### src/rtl/serial_subtractor_if.sv
`default_nettype none
// ============================================================================
// Module   : serial_subtractor_if
// Purpose  : Request/result bundle for serial_subtractor (ovf present only when
//            SERIAL_SUB_OVF_EN is defined).
// Revision : 1.0 - initial release
// ============================================================================
interface serial_subtractor_if #(
    parameter int WIDTH = 8
);
    logic             start;
    logic [WIDTH-1:0] a;
    logic [WIDTH-1:0] b;
    logic             busy;
    logic             done;
    logic [WIDTH-1:0] diff;
    logic             borrow_out;
`ifdef SERIAL_SUB_OVF_EN
    logic             ovf;
`endif

`ifdef SERIAL_SUB_OVF_EN
    modport master (output start, a, b, input busy, done, diff, borrow_out, ovf);
    modport slave  (input start, a, b, output busy, done, diff, borrow_out, ovf);
`else
    modport master (output start, a, b, input busy, done, diff, borrow_out);
    modport slave  (input start, a, b, output busy, done, diff, borrow_out);
`endif
endinterface
`default_nettype wire

### src/rtl/serial_subtractor.sv
`default_nettype none
// ============================================================================
// Module   : serial_subtractor
// Purpose  : Bit-serial a - b, LSB first, registered borrow, done strobe.
//            Optional macro SERIAL_SUB_OVF_EN adds signed overflow output ovf.
// Revision : 1.0 - initial release
// ============================================================================
module serial_subtractor #(
    parameter int WIDTH = 8
) (
    input  wire logic          clk,
    input  wire logic          rst_n,
    serial_subtractor_if.slave bus
);
    localparam int              c_cw   = $clog2(WIDTH);
    localparam logic [c_cw-1:0] c_last = c_cw'(WIDTH - 1);
    localparam logic [c_cw-1:0] c_one  = c_cw'(1);

    typedef enum logic [1:0] {
        S_IDLE = 2'd0,
        S_RUN  = 2'd1,
        S_DONE = 2'd2
    } state_t;

    state_t           r_state;
    state_t           w_state_next;
    logic             w_accept;
    logic             w_last;

    logic [WIDTH-1:0] r_sa;
    logic [WIDTH-1:0] r_sb;
    logic [WIDTH-1:0] r_res;
    logic             r_borrow;
    logic [c_cw-1:0]  r_count;

    logic             r_busy;
    logic             r_done;
    logic [WIDTH-1:0] r_diff;
    logic             r_borrow_out;

    logic             w_d;
    logic             w_borrow_next;
    logic [WIDTH-1:0] w_res_next;

    // Full-subtractor cell on the current LSBs
    assign w_d           = r_sa[0] ^ r_sb[0] ^ r_borrow;
    assign w_borrow_next = (~r_sa[0] & r_sb[0]) | (~(r_sa[0] ^ r_sb[0]) & r_borrow);
    assign w_res_next    = {w_d, r_res[WIDTH-1:1]};
    assign w_last        = (r_count == c_last);

    always_ff @(posedge clk) begin
        if (!rst_n) begin
            r_state <= S_IDLE;
        end else begin
            r_state <= w_state_next;
        end
    end

    always_comb begin
        w_state_next = r_state;
        w_accept     = 1'b0;
        case (r_state)
            S_IDLE: begin
                if (bus.start) begin
                    w_accept     = 1'b1;
                    w_state_next = S_RUN;
                end
            end
            S_RUN: begin
                if (w_last) begin
                    w_state_next = S_DONE;
                end
            end
            S_DONE: begin
                // A start seen in DONE chains straight into the next operation
                if (bus.start) begin
                    w_accept     = 1'b1;
                    w_state_next = S_RUN;
                end else begin
                    w_state_next = S_IDLE;
                end
            end
            default: begin
                w_state_next = S_IDLE;
            end
        endcase
    end

    always_ff @(posedge clk) begin
        if (!rst_n) begin
            r_sa         <= '0;
            r_sb         <= '0;
            r_res        <= '0;
            r_borrow     <= 1'b0;
            r_count      <= '0;
            r_busy       <= 1'b0;
            r_done       <= 1'b0;
            r_diff       <= '0;
            r_borrow_out <= 1'b0;
        end else begin
            r_done <= 1'b0;
            if (w_accept) begin
                r_sa     <= bus.a;
                r_sb     <= bus.b;
                r_res    <= '0;
                r_borrow <= 1'b0;
                r_count  <= '0;
                r_busy   <= 1'b1;
            end else if (r_state == S_RUN) begin
                r_sa     <= {1'b0, r_sa[WIDTH-1:1]};
                r_sb     <= {1'b0, r_sb[WIDTH-1:1]};
                r_res    <= w_res_next;
                r_borrow <= w_borrow_next;
                r_count  <= r_count + c_one;
                if (w_last) begin
                    r_busy       <= 1'b0;
                    r_done       <= 1'b1;
                    r_diff       <= w_res_next;
                    r_borrow_out <= w_borrow_next;
                end
            end
        end
    end

    assign bus.busy       = r_busy;
    assign bus.done       = r_done;
    assign bus.diff       = r_diff;
    assign bus.borrow_out = r_borrow_out;

`ifdef SERIAL_SUB_OVF_EN
    logic r_a_sign;
    logic r_b_sign;
    logic r_ovf;

    always_ff @(posedge clk) begin
        if (!rst_n) begin
            r_a_sign <= 1'b0;
            r_b_sign <= 1'b0;
            r_ovf    <= 1'b0;
        end else begin
            if (w_accept) begin
                r_a_sign <= bus.a[WIDTH-1];
                r_b_sign <= bus.b[WIDTH-1];
            end else if ((r_state == S_RUN) && w_last) begin
                r_ovf <= (r_a_sign != r_b_sign) && (w_res_next[WIDTH-1] != r_a_sign);
            end
        end
    end

    assign bus.ovf = r_ovf;
`endif

endmodule
`default_nettype wire

### src/flat_wrapper.sv
// flat-port wrapper written by rule: the top's interface ports become plain ports
module serial_subtractor_flat 
#(
    parameter int WIDTH = 8
)
  (clk, rst_n, bus_start, bus_a, bus_b, bus_busy, bus_done, bus_diff, bus_borrow_out);
  serial_subtractor_if #(.WIDTH(WIDTH)) bus_i ();
  input  wire logic clk;
  input  wire logic rst_n;
  input wire logic [$bits(bus_i.start)-1:0] bus_start;
  input wire logic [$bits(bus_i.a)-1:0] bus_a;
  input wire logic [$bits(bus_i.b)-1:0] bus_b;
  output wire logic [$bits(bus_i.busy)-1:0] bus_busy;
  output wire logic [$bits(bus_i.done)-1:0] bus_done;
  output wire logic [$bits(bus_i.diff)-1:0] bus_diff;
  output wire logic [$bits(bus_i.borrow_out)-1:0] bus_borrow_out;
  assign bus_i.start = bus_start;
  assign bus_i.a = bus_a;
  assign bus_i.b = bus_b;
  assign bus_busy = bus_i.busy;
  assign bus_done = bus_i.done;
  assign bus_diff = bus_i.diff;
  assign bus_borrow_out = bus_i.borrow_out;
  serial_subtractor #(.WIDTH(WIDTH)) u_core (.clk(clk), .rst_n(rst_n), .bus(bus_i));
endmodule
### config.mk
export PLATFORM = sky130hd
export DESIGN_NAME = serial_subtractor_flat
export DESIGN_NICKNAME = d
export VERILOG_FILES = /design/src/rtl/serial_subtractor_if.sv /design/src/rtl/serial_subtractor.sv /design/src/flat_wrapper.sv
export SDC_FILE = /design/constraint.sdc
export NUM_CORES = 1
export LEC_CHECK = 0
export BUFFER_PORTS_ARGS = -buffer_cell sky130_fd_sc_hd__buf_2
export CAP_MARGIN = 20
export CORE_UTILIZATION = 50
export DETAILED_ROUTE_END_ITERATION = 8
export GPL_TIMING_DRIVEN = 0
export PLACE_DENSITY = 0.69
export SLEW_MARGIN = 10
export SYNTH_ARGS = -nofsm -noshare
export SYNTH_HDL_FRONTEND = slang
export SYNTH_SLANG_ARGS = --single-unit
### constraint.sdc
create_clock -name clk -period 4 [get_ports clk]
set_input_delay 1.2 -clock clk [delete_from_list [all_inputs] [get_ports clk]]
set_output_delay 1.2 -clock clk [all_outputs]
set_load 0.02 [all_outputs]
==> qor.yml, run 1 <==
grt_pass1_vias: 1210
post-route-util: 0.6325
ff_latch_area_um2: 800.8
viasPerCell: 5.472
cap_viol_max_count: 0
rr_endpoint: "u_core.bus.borrow_out"
max_slew_margin: 0.6762
failed_checks: "design-rule violations"
post-dp-hpwl_um: 2347
cts_tree: "built"
tns_ns: 0
cts_setup_buffers: 0
critPathLaunchType: "flop"
min_period_ns: 2.074
die_area_mm2: 0.003311
report.final.setup_viol: 0
multi_input_area_um2: 639.4
h-tree-depth: 2
ys_types: 27
postCtsHoldBufs: 0
synthFlopType: "dfxtp_1"
fp.dieW_um: 57.55
outcome: "complete, but fails checks"
yosys.area.top_type: "dfxtp_1"
layout_commonest_cell: "nand2_1"
vias: 1368
critPathRequiredTime_ns: 2.80
post_synth.cell_area_avg_um2: 8.477
drt-initial-drc-count: 60
drive_gt1_frac: 0.2192
grt_pass1_wl_um: 5520
syn-num-nets: 204
rr_worst_depth: 5
cts-root-buf: "clkbuf_4"
powerDensity_mw_per_mm2: 410.1
io_pins: 30
grt_use_total: 0.2198
crit_buf_inv: 1
timing.rr.start: "u_core.r_count[0]"
n_antenna_cell: 0
holdPathStages: 2
fp-row-count: 19
reg2reg_slack_ns: 2.60
syn_area_mm2: 0.001543
synth_area_leaders: "dfxtp_1 52%, nand2_1 11%, a21oi_1 7.5%"
fin_skew_ns: 0.007464
hold_class: "reg -> reg"
fmax_mhz: 482.1
grt_overflow: 0
min-delay-start: "u_core.bus.diff[1]"
numCtsBuffers: 5
grt_max_degree: 13
clkTransAtPathRegs_ns: 0.12
worstSkewPairLatency_ns: 0.35
clock_sinks: 40
synth-edff-count: 0
fin_crit_sh: 0.5186
whs_endpoint: "u_core.bus.diff[1]"
antenna_found_initial: 0
area_growth_pct: 15.98
gp_congestion: 0.8055
fp.dieH_um: 57.55
ys_seq_elements: 40
grt_setup_unrepaired: "false"
crit_chain: "buf_2"
synth-seq-area-share: 0.5191
drc: 2
cp_data_arrival_time_ns: 0.87
cpLargestDelayFamily: "flip-flops"
routedWlPerCell_um: 13.05
tightest_slew_ns: 0.4857
port_buffers: 29
layout_common_cells: "46 x nand2_1, 40 x dfxtp_1, 33 x buf_2"
ir_drop_mv: 0.3016
start_util: 0.5453
slowest_delay_ns: 0.36
ant_nets: 0
async_flop_share: 0
slowest_stage: "dfxtp_1"
finalHoldViolations: 0
totalWireLength_um: 3263
cts_resized: 0
nNetsFinal: 240
drtPass1Iterations: 6
synth_cells: 182
power_leakage_nw: 0.7143
yosys.area.top_type_share: 0.5191
cp_max_fo: 2
synth_warnings: 0
nFillCells: 282
maxSlewViolCount: 0
cp-end-kind: "output pin"
ctsLongestPathBuffers: 2
crit_type: "reg -> out"
core_mm2: 0.002829
registers in the layout (all words and copies together) (netlist names):
name and flops:
u_core.r_res 7, u_core.r_state 2, u_core.bus.done 1, u_core.r_borrow 1, u_core.r_sa 8, u_core.bus.diff 8
u_core.r_sb 8, u_core.bus.borrow_out 1, u_core.r_count 3, u_core.bus.busy 1
logic make-up (layout without fill, tap and decap cells):
logic type                 count (synthesis)  in the layout  synth area share
xor gates and xnor gates                   1              1          0.005678
buffers and inverters                     17             54           0.06651
AOI/OAI and AO/OA                         43             43            0.1614
adders and majority gates                  3              3           0.02920
DFF                                       40             40            0.5191
and+or+nand+nor                           78             78            0.2182
final cells by class:
type	count	area share
sequential	40	0.4476
multi-input combinational	125	0.3573
timing repair buffer	29	0.08112
buffer	14	0.05105
clock buffer	7	0.03077
tap	31	0.02168
inverter	3	0.006294
clock inverter	1	0.004196
metrics by stage:
step / power [mW] / instance area (um^2) / std cells / setup WS (ns) / hold WS [ns]
2_1_floorplan: 0.4984 / 1543 / 182 / 2.145 / 0.4321
3_3_place_gp: 0.5236 / 1727 / 242 / 1.807 / 0.4409
3_5_place_dp: 0.5271 / 1727 / 242 / 1.792 / 0.4460
4_1_cts: 0.7404 / 1789 / 250 / 1.911 / 0.4625
5_1_grt: 0.7704 / 1789 / 250 / 1.863 / 0.4849
6_report: 0.7338 / 1789 / 250 / 1.926 / 0.4606
synthesized netlist by cell type, types with 3 or more instances:
library cell  instances
dfxtp_1              40
o22ai_1               8
nor3_1               16
a31oi_1               3
nand3_1               3
nor2_1                7
o21ai_0               3
buf_2                 4
inv_1                 3
buf_4                 5
nand2_1              46
a22oi_1               3
a21oi_1              23
report_power, final:
group	total, mW	switching, mW	internal (mW)
clock	0.216	0.130	0.0861
sequential	0.427	0.0105	0.416
combinational	0.0912	0.0522	0.0390
total	0.734	0.192	0.542
per-layer routing:
metal	share of wire	routed length [um]	GRT usage	vias to the layer above
li1	-	-	-	685
met4	0.013	43	0.06272	0
met5	0	0	0	-
met1	0.47	1532	0.3029	631
met2	0.45	1461	0.3306	45
met3	0.069	225	0.07029	7
worst max path at each step:
| stage | start | to | slack (ns) | depth (start not counted) |
|---|---|---|---|---|
| floorplan | bus_start | u_core.r_sb[3] | 2.14 | 4 |
| global placement | rst_n | u_core.r_sa[2] | 1.81 | 4 |
| detailed placement | rst_n | u_core.r_sa[2] | 1.79 | 4 |
| CTS | u_core.bus.borrow_out | bus_borrow_out | 1.91 | 1 |
| global route | u_core.bus.borrow_out | bus_borrow_out | 1.86 | 1 |
| finish | u_core.bus.borrow_out | bus_borrow_out | 1.93 | 1 |
Note: power is estimated with default switching activity, not from simulation.
==> inputs of run 2 (changes only) <==
- ABC_AREA: not set -> 1
- clock period: 4 -> 2.1 ns (I/O delays scaled with it)
==> run 2 against run 1 <==
The run now ends clean. Final area grew 10%. Cell count grew 25%. Clock skew shrank 0.0032 ns. Utilization shrank 0.17 points. Total power grew 110%. Sequential power grew 91%. Worst setup slack lost 1.3 ns. Area after synthesis grew 8.8%. Die area grew 8.5%. Largest cell class unchanged. Highest routed layer unchanged.
==> qor.yml, run 2 <==
outcome: "complete, no violations"  # was complete, but fails checks
synth_most_common_cell: "nand2_1"  # unchanged
grt_setup_unrepaired: "false"  # unchanged
async_flop_share: 0  # unchanged
n_antenna_cell: 0  # unchanged
ctsLongestPathBuffers: 2  # unchanged
drive_gt1_frac: 0.1970  # was 0.2192
power_leakage_nw: 0.9982  # was 0.7143 nW
worstSkewPairLatency_ns: 0.34  # was 0.35 ns
syn-num-nets: 254  # was 204
synth_area_leaders: "dfxtp_1 48%, nand2_1 14%, nand3_1 7.2%"  # was dfxtp_1 52%, nand2_1 11%, a21oi_1 7.5%
cts_tree: "built"  # unchanged
post_synth.cell_area_avg_um2: 7.232  # was 8.477 um^2
critPathLaunchType: "flop"  # unchanged
nNetsFinal: 290  # was 240
drtPass1Iterations: 4  # was 6
ff_latch_area_um2: 800.8  # unchanged
maxSlewViolCount: 0  # unchanged
clkTransAtPathRegs_ns: 0.11  # was 0.12 ns
clock_sinks: 40  # unchanged
ys_types: 19  # was 27
synth-seq-area-share: 0.4773  # was 0.5191
area_growth_pct: 17.60  # was 15.98%
synth_warnings: 0  # unchanged
numCtsBuffers: 5  # unchanged
ant_nets: 0  # unchanged
critPathRequiredTime_ns: 1.47  # was 2.80 ns
drt-initial-drc-count: 86  # was 60
start_util: 0.5364  # was 0.5453
crit_type: "reg -> out"  # unchanged
cp_max_fo: 2  # unchanged
syn_area_mm2: 0.001678  # was 0.001543 mm^2
fin_skew_ns: 0.004286  # was 0.007464 ns
yosys.area.top_type: "dfxtp_1"  # unchanged
totalWireLength_um: 3288  # was 3263 um
cts_setup_buffers: 0  # unchanged
grt_pass1_wl_um: 5658  # was 5520 um
postCtsHoldBufs: 0  # unchanged
holdPathStages: 2  # unchanged
post-dp-hpwl_um: 2338  # was 2347 um
h-tree-depth: 2  # unchanged
slowest_stage: "dfxtp_1"  # unchanged
synth-edff-count: 0  # unchanged
cts_resized: 0  # unchanged
hold_class: "reg -> reg"  # unchanged
cp-end-kind: "output pin"  # unchanged
port_buffers: 29  # unchanged
drc: 0  # was 2
synth_cells: 232  # was 182
gp_congestion: 0.7599  # was 0.8055
die_area_mm2: 0.003592  # was 0.003311 mm^2
layout_commonest_cell: "nand2_1"  # unchanged
cp_data_arrival_time_ns: 0.85  # was 0.87 ns
fp.dieW_um: 59.93  # was 57.55 um
ys_seq_elements: 40  # unchanged
io_pins: 30  # unchanged
rr_endpoint: "u_core.bus.diff[5]"  # was u_core.bus.borrow_out
fp.dieH_um: 59.93  # was 57.55 um
antenna_found_initial: 0  # unchanged
tns_ns: 0  # unchanged
nFillCells: 304  # was 282
vias: 1446  # was 1368
min-delay-start: "u_core.r_res[5]"  # was u_core.bus.diff[1]
synth.top_cells.by_count: "61 x nand2_1, 40 x dfxtp_1, 31 x inv_1"  # was 46 x nand2_1, 40 x dfxtp_1, 23 x a21oi_1
powerDensity_mw_per_mm2: 789.2  # was 410.1 mW/mm^2
crit_chain: "buf_2"  # unchanged
timing.rr.start: "u_core.r_count[0]"  # unchanged
grt_pass1_vias: 1278  # was 1210
crit_buf_inv: 1  # unchanged
reg2reg_slack_ns: 0.78  # was 2.60 ns
fin_crit_sh: 0.7071
grt_use_total: 0.2160  # was 0.2198
layout_common_cells: "61 x nand2_1, 40 x dfxtp_1, 31 x inv_1"  # was 46 x nand2_1, 40 x dfxtp_1, 33 x buf_2
report.final.setup_viol: 0  # unchanged
finalHoldViolations: 0  # unchanged
cap_viol_max_count: 0  # unchanged
ir_drop_mv: 0.4254  # was 0.3016 mV
grt_max_degree: 13  # unchanged
whs_endpoint: "u_core.bus.diff[4]"  # was u_core.bus.diff[1]
viasPerCell: 4.620  # was 5.472
tightest_slew_ns: 0.4333  # was 0.4857 ns
min_period_ns: 1.485
cts-root-buf: "clkbuf_4"  # unchanged
grt_overflow: 0  # unchanged
synthFlopType: "dfxtp_1"  # unchanged
slowest_delay_ns: 0.35  # was 0.36 ns
power_mw: 1.557  # was 0.7338 mW
fmax_mhz: 673.4
rr_worst_depth: 8  # was 5
max_slew_margin: 0.7111  # was 0.6762
fp-row-count: 20  # was 19
routedWlPerCell_um: 10.50  # was 13.05 um
cpLargestDelayFamily: "flip-flops"  # unchanged
yosys.area.top_type_share: 0.4773  # was 0.5191
core_mm2: 0.003128  # was 0.002829 mm^2
multi_input_area_um2: 678.2  # was 639.4 um^2
run 2: how the worst max path moves through the flow:
stage	from	to	depth (start not counted)
floorplan	bus_start	u_core.r_sa[2]	6
global placement	rst_n	u_core.r_state[0]	4
detailed placement	rst_n	u_core.r_state[0]	4
CTS	u_core.bus.diff[6]	bus_diff[6]	1
global route	u_core.bus.borrow_out	bus_borrow_out	1
finish	u_core.bus.borrow_out	bus_borrow_out	1
run 2: routing by layer:
layer	vias up	wire length [um]	track usage
li1	790	-	-
met1	625	1755	0.3052
met2	24	1391	0.3238
met3	7	94	0.04545
met4	0	48	0.07973
met5	-	0	0
run 2: cells by family after synthesis:
group,synth area share
buf+inv,0.1186
flops,0.4773
compound gates,0.08874
xor+xnor,0.005221
simple gates,0.2834
fa+ha+maj,0.02684
run 2: layout make-up:
class	instances	share of cell area
Inverter	36	0.06975
Sequential cell	40	0.4058
Tap cell	44	0.02790
Clock buffer	7	0.03297
Multi-Input combinational cell	149	0.3437
Clock inverter	1	0.01522
Buffer	7	0.03107
Timing Repair Buffer	29	0.07356
run 2: through the flow:
step                cell area [um^2]    util  setup slack (ns)  hold WS [ns]  cells
floorplan                       1678       -            0.9071        0.4396    232
global placement                1878  0.6004            0.6378        0.4477    305
detailed placement              1878  0.6004            0.6088        0.4569    305
CTS                             1973  0.6308            0.5945        0.4728    313
global route                    1973  0.6308            0.5450        0.4919    313
finish                          1973  0.6308            0.6151        0.4691    313
run 2: power breakdown:
part,total [mW],switching [mW],internal [mW]
registers,0.814,0.0203,0.794
logic,0.188,0.115,0.0733
clock network,0.555,0.239,0.316
total,1.56,0.374,1.18
